===== src/rtl/oc_led_ctrl.sv =====
// Multi-channel LED controller: per-channel PWM brightness with off/on/blink/heartbeat
// patterns, frame-aligned configuration updates and a debug override of all outputs.
module oc_led_ctrl #(
  parameter int LedCount    = 3,
  parameter int PwmBits     = 8,
  parameter int PwmDiv      = 16,
  parameter int BlinkCycles = 39062500
) (
  input  logic                                               clock,
  input  logic                                               resetN,
  input  logic                                               cfgValid,
  output logic                                               cfgReady,
  input  logic [((LedCount > 1) ? $clog2(LedCount) : 1)-1:0] cfgIndex,
  input  logic [1:0]                                         cfgMode,
  input  logic [PwmBits-1:0]                                 cfgBright,
  input  logic                                               debugEnable,
  input  logic [LedCount-1:0]                                debugLed,
  output logic [LedCount-1:0]                                ledOut,
  output logic                                               frameStart
);
  localparam int IdxW   = (LedCount > 1) ? $clog2(LedCount) : 1;
  localparam int PrescW = (PwmDiv > 1) ? $clog2(PwmDiv) : 1;
  localparam int BlinkW = $clog2(BlinkCycles);

  localparam logic [1:0] ModeOff   = 2'd0;
  localparam logic [1:0] ModeOn    = 2'd1;
  localparam logic [1:0] ModeBlink = 2'd2;

  function automatic logic pattern_bit(input logic [1:0] mode, input logic phase,
                                       input logic [2:0] step);
    logic bit_v;
    case (mode)
      ModeOff:   bit_v = 1'b0;
      ModeOn:    bit_v = 1'b1;
      ModeBlink: bit_v = phase;
      default:   bit_v = (step == 3'd0) || (step == 3'd2);
    endcase
    return bit_v;
  endfunction

  logic [PrescW-1:0]                presc_q, presc_d;
  logic [PwmBits-1:0]               pwm_q, pwm_d;
  logic [BlinkW-1:0]                blink_q, blink_d;
  logic                             phase_q, phase_d;
  logic [2:0]                       heart_q, heart_d;
  logic                             frame_q, frame_d;
  logic                             ready_q;
  logic [LedCount-1:0][1:0]         pendMode_q, pendMode_d;
  logic [LedCount-1:0][1:0]         actMode_q, actMode_d;
  logic [LedCount-1:0][PwmBits-1:0] pendBright_q, pendBright_d;
  logic [LedCount-1:0][PwmBits-1:0] actBright_q, actBright_d;
  logic [LedCount-1:0]              led_q, led_d;
  logic [LedCount-1:0]              pwmOn;
  logic                             presc_wrap, blink_wrap, accept;

  // Free-running timebase: never gated by config traffic or debug override.
  always_comb begin
    presc_wrap = (presc_q == PrescW'(PwmDiv - 1));
    presc_d    = presc_wrap ? '0 : presc_q + 1'b1;
    pwm_d      = presc_wrap ? pwm_q + 1'b1 : pwm_q;
    frame_d    = presc_wrap && (&pwm_q);
    blink_wrap = (blink_q == BlinkW'(BlinkCycles - 1));
    blink_d    = blink_wrap ? '0 : blink_q + 1'b1;
    phase_d    = phase_q ^ blink_wrap;
    heart_d    = blink_wrap ? heart_q + 3'd1 : heart_q;
  end

  // Active settings load on the same edge the frame pulse is raised, so the whole
  // frame (pwmCount 0 upward) sees one setting; a write on that edge stays pending.
  always_comb begin
    accept       = cfgValid && ready_q;
    pendMode_d   = pendMode_q;
    pendBright_d = pendBright_q;
    for (int i = 0; i < LedCount; i++) begin
      if (accept && (cfgIndex == IdxW'(i))) begin
        pendMode_d[i]   = cfgMode;
        pendBright_d[i] = cfgBright;
      end
    end
    actMode_d   = frame_d ? pendMode_q : actMode_q;
    actBright_d = frame_d ? pendBright_q : actBright_q;
  end

  always_comb begin
    pwmOn = '0;
    led_d = '0;
    for (int i = 0; i < LedCount; i++) begin
      pwmOn[i] = (pwm_q < actBright_q[i]) || (&actBright_q[i]);
      led_d[i] = debugEnable ? debugLed[i]
                             : (pattern_bit(actMode_q[i], phase_q, heart_q) && pwmOn[i]);
    end
  end

  always_ff @(posedge clock or negedge resetN) begin
    if (!resetN) begin
      presc_q      <= '0;
      pwm_q        <= '0;
      blink_q      <= '0;
      phase_q      <= 1'b0;
      heart_q      <= 3'd0;
      frame_q      <= 1'b0;
      ready_q      <= 1'b0;
      pendMode_q   <= '0;
      actMode_q    <= '0;
      pendBright_q <= '1;
      actBright_q  <= '1;
      led_q        <= '0;
    end else begin
      presc_q      <= presc_d;
      pwm_q        <= pwm_d;
      blink_q      <= blink_d;
      phase_q      <= phase_d;
      heart_q      <= heart_d;
      frame_q      <= frame_d;
      ready_q      <= 1'b1;
      pendMode_q   <= pendMode_d;
      actMode_q    <= actMode_d;
      pendBright_q <= pendBright_d;
      actBright_q  <= actBright_d;
      led_q        <= led_d;
    end
  end

  assign cfgReady   = ready_q;
  assign frameStart = frame_q;
  assign ledOut     = led_q;

endmodule


===== config.mk =====
export PLATFORM = sky130hd
export DESIGN_NAME = oc_led_ctrl
export DESIGN_NICKNAME = d
export VERILOG_FILES = /design/src/rtl/oc_led_ctrl.sv
export SDC_FILE = /design/constraint.sdc
export NUM_CORES = 1
export LEC_CHECK = 0
export ABC_AREA = 1
export CAP_MARGIN = 20
export CELL_PAD_IN_SITES_DETAIL_PLACEMENT = 2
export CELL_PAD_IN_SITES_GLOBAL_PLACEMENT = 2
export CORE_MARGIN = 8
export CORE_UTILIZATION = 40
export CTS_CLUSTER_DIAMETER = 150
export DETAILED_ROUTE_END_ITERATION = 12
export PLACE_DENSITY = 0.86
export SYNTH_ARGS = -nofsm -noshare
export SYNTH_HDL_FRONTEND = slang
export SYNTH_SLANG_ARGS = --single-unit

===== constraint.sdc =====
create_clock -name clock -period 2.7 [get_ports clock]
set_clock_uncertainty 0.2 [all_clocks]
set_input_delay 0.27 -clock clock [delete_from_list [all_inputs] [get_ports clock]]
set_output_delay 0.27 -clock clock [all_outputs]
set_load 0.05 [all_outputs]

Word-level counts from Yosys, hierarchy flattened
Index checks and enable logic that the tools add are counted.

Register bits after elaboration: 107. Input bits: 19. Word-level logic and storage cells: 68.

Add/subtract/negate cells: 4. Order comparisons: 3. Equal/unequal tests: 11. Mux-type cells: 8. Bitwise gates (word level): 1. Reductions and logical operators: 21.

Operator list (number): AND reduction 8 bit (4); adder 26 x 1 -> 26 bit (second input constant) (1); equality test 26 bit (second input constant) (1); two-way mux 26 bit (1); < comparator 8 bit (3); case mux 1 bit (3 select lines) (3); adder 8 x 1 -> 8 bit (second input constant) (1); equality test 2 x 1 -> 1 bit (second input constant) (4); equality test 2 bit (second input constant) (4); logical AND 1 bit (8); zero test 2 bit (4); adder 4 x 1 -> 4 bit (second input constant) (1); equality test 4 bit (second input constant) (1); logical OR 1 bit (4); two-way mux 4 bit (1); adder 3 x 1 -> 3 bit (second input constant) (1); equality test 3 x 2 -> 1 bit (second input constant) (1); zero test 3 bit (1); two-way mux 1 bit (3); XOR 1 bit (1).

Depth between registers and ports, before layout
Gate-level depths: netlist (run 1).

Depth in word-level cells: 5. Depth in mapped cells: 11. Depth with buffers taken out: 11.

Least setup slack after synthesis (run 1)
No wires, ideal clock.

Path kind: register to register. From: register blink_q[0]. To: register blink_q[11]. Library setup time: 119 ps. Data arrival time: 1229 ps. Data required time: 2381 ps. Slack: 1152 ps. Stages on the path, launching flop included: 9. Period minus slack after synthesis: 1548 ps. Cells stage by stage: dfrtp_1 > ha_1 > inv_1 > nor2_1 > nand2_1 > nor3_4 > nand2_2 > clkinv_4 > nor2_2.

Cells in the longest elaborated chain, start to end: 2. Elaborated cells on any way between the ends: 3. Classes of those cells: add/sub (1); eq/ne (1); mux (1).

RTL lines: start, declared (RTL line 43) `logic [BlinkW-1:0] blink_q, blink_d;`; start signal, assigned (RTL line 111) `blink_q <= blink_d;`; adder 26 x 1 -> 26 bit or equality test 26 bit (tied branches) (RTL line 63, 62); two-way mux 26 bit (*) (RTL line 63) `blink_d = blink_wrap ? '0 : blink_q + 1'b1;`; via blink_d[11] (RTL line 43).

The timed path passes the listed nets; every way through them passes the cells marked *. A chain may end at the register's enable or synchronous reset.

Worst setup path after layout (run 1)
From: register presc_q[0]. To: register actMode_q[2] (netlist name).

Cells in the longest elaborated chain, start to end: 2.

RTL lines: start, declared (RTL line 41) `logic [PrescW-1:0] presc_q, presc_d;`; start signal, assigned (RTL line 109) `presc_q <= presc_d;`; equality test 4 bit (RTL line 58) `presc_wrap = (presc_q == PrescW'(PwmDiv - 1));`; logical AND 1 bit (RTL line 61) `frame_d = presc_wrap && (&pwm_q);`; end signal, assigned (RTL line 117) `actMode_q <= actMode_d;`; end, declared (RTL line 49) `logic [LedCount-1:0][1:0] actMode_q, actMode_d;`.

No other way between the ends.

==> summary.txt, run 1 <==
Route
  • Routed wire length: 17.30 mm
  • DR WL/cell: 19.52 µm
  • Via count: 4552
  • DRC: 0
  • Met3 routed WL: 610 µm
  • DR top layer: met4
  • DR iter-0 viols: 156
  • Final ANT Viol Nets: 0
  • Met2 routed WL: 8.417 mm
  • Drt pass-1 iters: 4
  • Via density: 5.138
  • M1 WL: 7.905 mm

Power
  • Reg power frac: 52.5%
  • Max VDD drop: 0.0004067 V
  • Sw power: 950.1 µW
  • Combinational Power Share: 6.9%
  • Clock power frac: 40.6%
  • Leak: 2.909 nW
  • P_int: 2.495 mW
  • Cell area power density: 544.2 nW/µm²
  • Net Sw Frac: 27.58%

STA
  • Worst slew margin: 53.56%
  • Max Fclk: 0.4910 GHz
  • Hold Violations, Final: 0
  • Worst Tran Pin Value: 0.6947 ns
  • RSZ-0062 raised after global routing: no
  • Final Slew Violations: 0
  • Crit share post-route: 75.43%
  • Setup ws final: 0.6634 ns
  • Final TNS setup: 0 ns
  • Setup-failing EPs final: 0
  • Crit path time final: 2.037 ns

Logic synthesis
  • Cells after synthesis: 675
  • Synth cell types: 34
  • Area share of the leading cell type in the synthesized netlist: 26.50%
  • Post-synth top area cell: dfrtp_1
  • Seq cells post-synth: 107
  • Mapped Nets: 721
  • Synthesis Warnings: 0
  • Synth area leaders: dfrtp_1, dfstp_2, nand2_1
  • Register area share after synthesis: 49.15%
  • Syn Area/Cell: 8.252 µm²
  • Post-Syn Area: 5570 µm²

Clock tree
  • H-tree lvl count: 3
  • CTS tree: built
  • Clock-pin slew on the worst setup and hold paths: 0.09 ns
  • CTS Sinks: 107
  • Clk buf depth: 2
  • Clk_lat worst skew: 0.36 ns
  • Post-cts resize count: 0
  • Clock Tree Root: clkbuf_16
  • Setup Buffers After CTS: 0
  • Num CTS Buffers: 9

Floorplanning
  • Die W: 134.0 µm
  • Initial Util: 40.60%
  • Die area: 17960 µm²
  • Die span in y: 134.0 µm
  • Site row count: 43
  • CORE AREA: 13720 µm²
  • Top-level port count: 24

GRT
  • Largest net degree at the start of global routing: 61
  • Global route overflow: 0
  • First-pass GRT wire length: 28.43 mm
  • Initial antenna violation count: 0
  • GRT Util Overall: 20.25%
  • Vias in the first global route: 5182

Layout
  • Most common cell after layout, fill and taps aside: nand2_1
  • Ant diodes: 0
  • Final nets: 747
  • Layout area overhead: 13.63%
  • Fraction of final layout cells sized beyond drive strength 1: 14.87%
  • Most frequent cells in the layout: nand2_1, inv_1, dfrtp_1, dfstp_2, nor2_1

Worst setup path
  • Reg2Reg Depth: 7
  • WS Path Type: reg2reg
  • Startpoint Class: register
  • Crit path to: actMode_q[2]
  • Crit Reg-Reg Endpoint: actMode_q[2]
  • CP peak stage delay: 0.49 ns
  • Critical Path RT: 2.78 ns
  • Cell mode on critical path: nand3_2
  • Crit-path slowest cell: buf_4
  • Setup crit end kind: register
  • Arrival @ worst endpoint: 2.11 ns
  • Ordered list of cells on the worst path: ha_1 > nand3_2 > inv_2 > nand3_2 > buf_4 > nand2_1 > o21ai_1
  • Reg-to-reg setup timing slack: 0.66 ns
  • Crit path from: presc_q[0]
  • Worst reg2reg startpoint: presc_q[0]
  • Max FO, Critical Path: 60

Worst hold path
  • Path type of the worst min-delay path: in2async

Run
  • Max-cap violations: 0

Placement
  • Port Buf Inserts: 23
  • Routability cong.: 0.8149
  • Hpwl dp: 12.21 mm
  • Post-Place Worst Slack: 0.5831 ns

Status
  • Status: finished clean
## worst min-delay path by stage
stage | startpoint | endpoint | slack, ns | depth (start not counted)
2_1_floorplan | resetN | actMode_q[0] | -0.23 | 0
3_3_place_gp | resetN | blink_q[25] | 0.1 | 1
3_5_place_dp | resetN | blink_q[25] | 0.10 | 1
4_1_cts | debugLed[2] | ledOut[2] | 0.24 | 3
5_1_grt | debugLed[2] | ledOut[2] | 0.26 | 3
6_report | resetN | blink_q[15] | 0.24 | 2
## power by group through the flow
stage	Sequential (mW)	Clock [mW]	Combinational, mW
final	1.81	1.40	0.238
after global routing	1.82	1.47	0.274
after CTS	1.81	1.43	0.245
after detailed placement	1.84	0	0.230
after global placement	1.83	0	0.205
after floorplan	1.81	0	0.101
## worst max-delay path, delay by kind of cell (launching register included)
kind	cells	cell delay [ns]
simple gates	3	0.37
fa+ha+maj	1	0.24
flops	1	0.40
compound gates	1	0.15
buf+inv	2	0.58
## logic make-up (layout without fill, tap and decap cells)
family,Yosys count,count (layout),share of synthesized area [%]
other cells,1,1,0.06732
fa+ha+maj,27,27,6.065
flops,107,107,49.15
simple gates,306,306,24.73
xor+xnor,23,23,3.616
compound gates,78,78,7.188
buf+inv,133,164,9.187
## area by class of cell
cell class | count | area (µm²)
clock buffers | 9 | 225.2
clock inverters | 7 | 83.83
repair buffers | 27 | 272.8
well taps | 180 | 225.2
inverters | 121 | 459.2
fillers | 1543 | 7390
flip-flops and latches | 107 | 2738
multi-input cells | 435 | 2326
## layer usage
layer  up-vias  GRT usage [%]
li1       2160              -
met1      2289          25.53
met2        71          33.68
met3        32          3.777
met4         0          7.923
met5         -              0
## per-stage QoR
step / instance area (µm²) / cells / util (%) / power (mW) / hold slack, ns
floorplan: 5570 / 675 / - / 1.912 / -0.2256
global placement: 6011 / 869 / 43.81 / 2.033 / 0.09594
detailed placement: 6011 / 869 / 43.81 / 2.066 / 0.1022
CTS: 6330 / 886 / 46.14 / 3.485 / 0.2449
global route: 6330 / 886 / 46.14 / 3.562 / 0.2633
finish: 6330 / 886 / 46.14 / 3.445 / 0.2405
## synthesized netlist by cell type
library cell / instances
nand3_1: 27
clkinv_4: 1
nor2_2: 13
inv_1: 114
nor3b_1: 3
o21bai_1: 1
nor4_1: 4
o21a_1: 3
or2_2: 1
nand2_1: 184
a21oi_1: 12
nor2_4: 1
nor2_1: 38
nor3_1: 10
buf_2: 6
inv_2: 6
nand3_2: 2
dfrtp_1: 59
and2_1: 1
nand4_2: 1
o21ai_0: 32
o21ai_1: 30
conb_1: 1
nor3b_2: 1
clkbuf_1: 6
dfstp_2: 48
nor3_2: 4
nand4_1: 9
nand2_2: 4
xor2_1: 20
nor3_4: 2
xnor2_1: 3
ha_1: 27
nand3b_1: 1
## registers in the layout (all words and copies together) (netlist names)
signal	cells
phase_q	1
pendBright_q	24
frameStart	1
heart_q	3
actBright_q	24
pwm_q	8
pendMode_q	6
cfgReady	1
actMode_q	6
blink_q	26
ledOut	3
presc_q	4
## timing repair
item                                    4_1_cts  5_1_grt
endpoints found under the setup margin        0        0
hold buffers                                  1        0
endpoints found under the hold margin        36        0
Power figures use the tool's default switching activity.
==> run 2, diff against run 1 <==
--- a/config.mk
+++ b/config.mk
@@ -10,10 +10,10 @@
 export CELL_PAD_IN_SITES_DETAIL_PLACEMENT = 2
 export CELL_PAD_IN_SITES_GLOBAL_PLACEMENT = 2
 export CORE_MARGIN = 8
-export CORE_UTILIZATION = 40
+export CORE_UTILIZATION = 37
 export CTS_CLUSTER_DIAMETER = 150
 export DETAILED_ROUTE_END_ITERATION = 12
-export PLACE_DENSITY = 0.86
+export PLACE_DENSITY = 0.8
 export SYNTH_ARGS = -nofsm -noshare
 export SYNTH_HDL_FRONTEND = slang
 export SYNTH_SLANG_ARGS = --single-unit
==> constraint.sdc (replaced) <==
create_clock -name clock -period 2.1 [get_ports clock]
set_clock_uncertainty 0.2 [all_clocks]
set_input_delay 0.21 -clock clock [delete_from_list [all_inputs] [get_ports clock]]
set_output_delay 0.21 -clock clock [all_outputs]
set_load 0.05 [all_outputs]
==> run 2 against run 1 <==
  * Clock-buffer cell count increased by 2
  * Largest cell class unchanged
  * Global-route usage shrank 3.1 points
  * Clock power is 28% higher
  * Register-to-register slack got worse by 0.36 ns
  * Combinational power increased by 19%
==> summary.txt, run 2 (synthesis results as in run 1) <==
Status
  • Status: finished clean

Power
  • Max VDD drop: 0.0004308 V
  • P_int: 3.279 mW
  • Cell area power density: 683.5 nW/µm²
  • Reg power frac: 52.7%
  • Leak: 2.944 nW
  • Combinational Power Share: 6.5%
  • Sw power: 1.102 mW
  • Overall power: 4.381 mW
  • Net Sw Frac: 25.16%
  • Clock power frac: 40.8%

Placement
  • Post-Place Worst Slack: 0.3198 ns
  • Hpwl dp: 12.04 mm
  • Placed Cells: 883
  • Port Buf Inserts: 23
  • Routability cong.: 0.8538
  • Dpl cell area: 6078 µm²

GRT
  • Largest net degree at the start of global routing: 61
  • GR peak layer: met2
  • Met1 Resource Use GR: 18.61%
  • Vias in the first global route: 5295
  • Initial antenna violation count: 0
  • Met2 GRT Util: 31.86%
  • First-pass GRT wire length: 26.48 mm
  • Global route overflow: 0
  • GR Layer Usage met3: 3.511%
  • GRT Util Overall: 17.19%

Clock tree
  • Clk buf depth: 2
  • CTS Sinks: 107
  • Clk_lat worst skew: 0.37 ns
  • Clock Tree Root: clkbuf_16
  • Clock-pin slew on the worst setup and hold paths: 0.08 ns
  • H-tree lvl count: 3
  • Setup Buffers After CTS: 0
  • CTS tree: built
  • Num CTS Buffers: 9

Run
  • Max-cap violations: 0

STA
  • Final TNS setup: 0 ns
  • Crit share post-route: 92.84%
  • Hold Violations, Final: 0
  • Crit path time final: 1.950 ns
  • Hold_ws: 0.1246 ns
  • Final Slew Violations: 0
  • Setup-failing EPs final: 0
  • Worst Tran Pin Value: 0.5074 ns
  • RSZ-0062 raised after global routing: no
  • Setup ws final: 0.1503 ns
  • Max Fclk: 0.5129 GHz
  • Worst slew margin: 66.06%

Layout
  • Ant diodes: 0
  • Fill cells: 1678
  • Final nets: 753
  • Layout area overhead: 15.07%
  • Fraction of final layout cells sized beyond drive strength 1: 15.59%
  • Fin util: 42.80%
  • Largest register FFs: 26
  • Largest Register: blink_q
  • Largest registers: blink_q x26, actBright_q x24, pendBright_q x24
  • Most common cell after layout, fill and taps aside: nand2_1
  • Post-route cell area: 6410 µm²
  • Non-Filler Instances: 900
  • Most frequent cells in the layout: nand2_1, inv_1, dfrtp_1, dfstp_2, nor2_1

Floorplanning
  • Top-level port count: 24
  • CORE AREA: 14980 µm²
  • Site row count: 45
  • Die W: 138.7 µm
  • Die span in y: 138.7 µm
  • Initial Util: 37.19%
  • Die area: 19240 µm²

Route
  • Via density: 5.009
  • Drt pass-1 iters: 4
  • DR WL/cell: 17.26 µm
  • DR iter-0 viols: 92
  • Routed wire length: 15.53 mm
  • DRC: 0
  • Final ANT Viol Nets: 0
  • Via count: 4508

Worst setup path
  • Crit-path slowest cell: clkdlybuf4s50_1
  • Ordered list of cells on the worst path: clkdlybuf4s50_1
  • Top delay family on crit path: buffers and inverters
  • Critical Path RT: 1.69 ns
  • Setup crit end kind: output pin
  • Arrival @ worst endpoint: 1.54 ns
  • WS Path Type: reg2out
  • CP peak stage delay: 0.81 ns
  • Startpoint Class: register
  • Max FO, Critical Path: 2
  • Worst Path Buf+Inv: 1

Worst hold path
  • Path type of the worst min-delay path: in2async
[run 2: cell count changes in the layout (fill, tap and decap cells not counted), sizes merged]
cell	change
clkinv	+2
inv	-5
buf	+6
clkbuf	+2
clkinvlp	+1
[run 2: final timing paths]
kind | from | end | slack (ns) | depth (start not counted)
hold / removal | resetN | blink_q[1] | 0.12 | 2
setup reg to reg | blink_q[0] | blink_q[7] | 0.30 | 8
hold reg to reg | actBright_q[17] | actBright_q[17] | 0.28 | 2
max in group asynchronous | resetN | actBright_q[17] | 0.93 | 3
setup / recovery | cfgReady | cfgReady | 0.15 | 1
min in group clock | debugLed[0] | ledOut[0] | 0.18 | 3
[run 2: cell type report]
| cell class | count | area (µm²) | share of cell area [%] |
|---|---|---|---|
| well taps | 188 | 235.2 | 3.670 |
| multi-input cells | 435 | 2326 | 36.29 |
| clock inverters | 5 | 57.56 | 0.8979 |
| repair buffers | 33 | 330.3 | 5.153 |
| clock buffers | 11 | 264.0 | 4.119 |
| inverters | 121 | 459.2 | 7.164 |
| flip-flops and latches | 107 | 2738 | 42.71 |
[run 2: layer usage]
layer	routed length, µm	up-vias	share of wire (%)
met3	340	24	2.2
met5	0	-	0
li1	-	2163	-
met2	8321	42	54
met1	6491	2279	42
met4	378	0	2.4
[run 2: power groups by stage]
stage          sequential, mW  combinational [mW]  clock (mW)
2_1_floorplan            2.33               0.130           0
3_3_place_gp             2.33               0.268           0
3_5_place_dp             2.34               0.291           0
4_1_cts                  2.31               0.297        1.86
5_1_grt                  2.32               0.334        1.92
6_report                 2.31               0.284        1.79
[run 2: what timing repair did]
action | 4_1_cts | 5_1_grt
hold buffers | 1 | 0
endpoints found under the hold margin | 41 | 0
gates resized for setup | 0 | 0
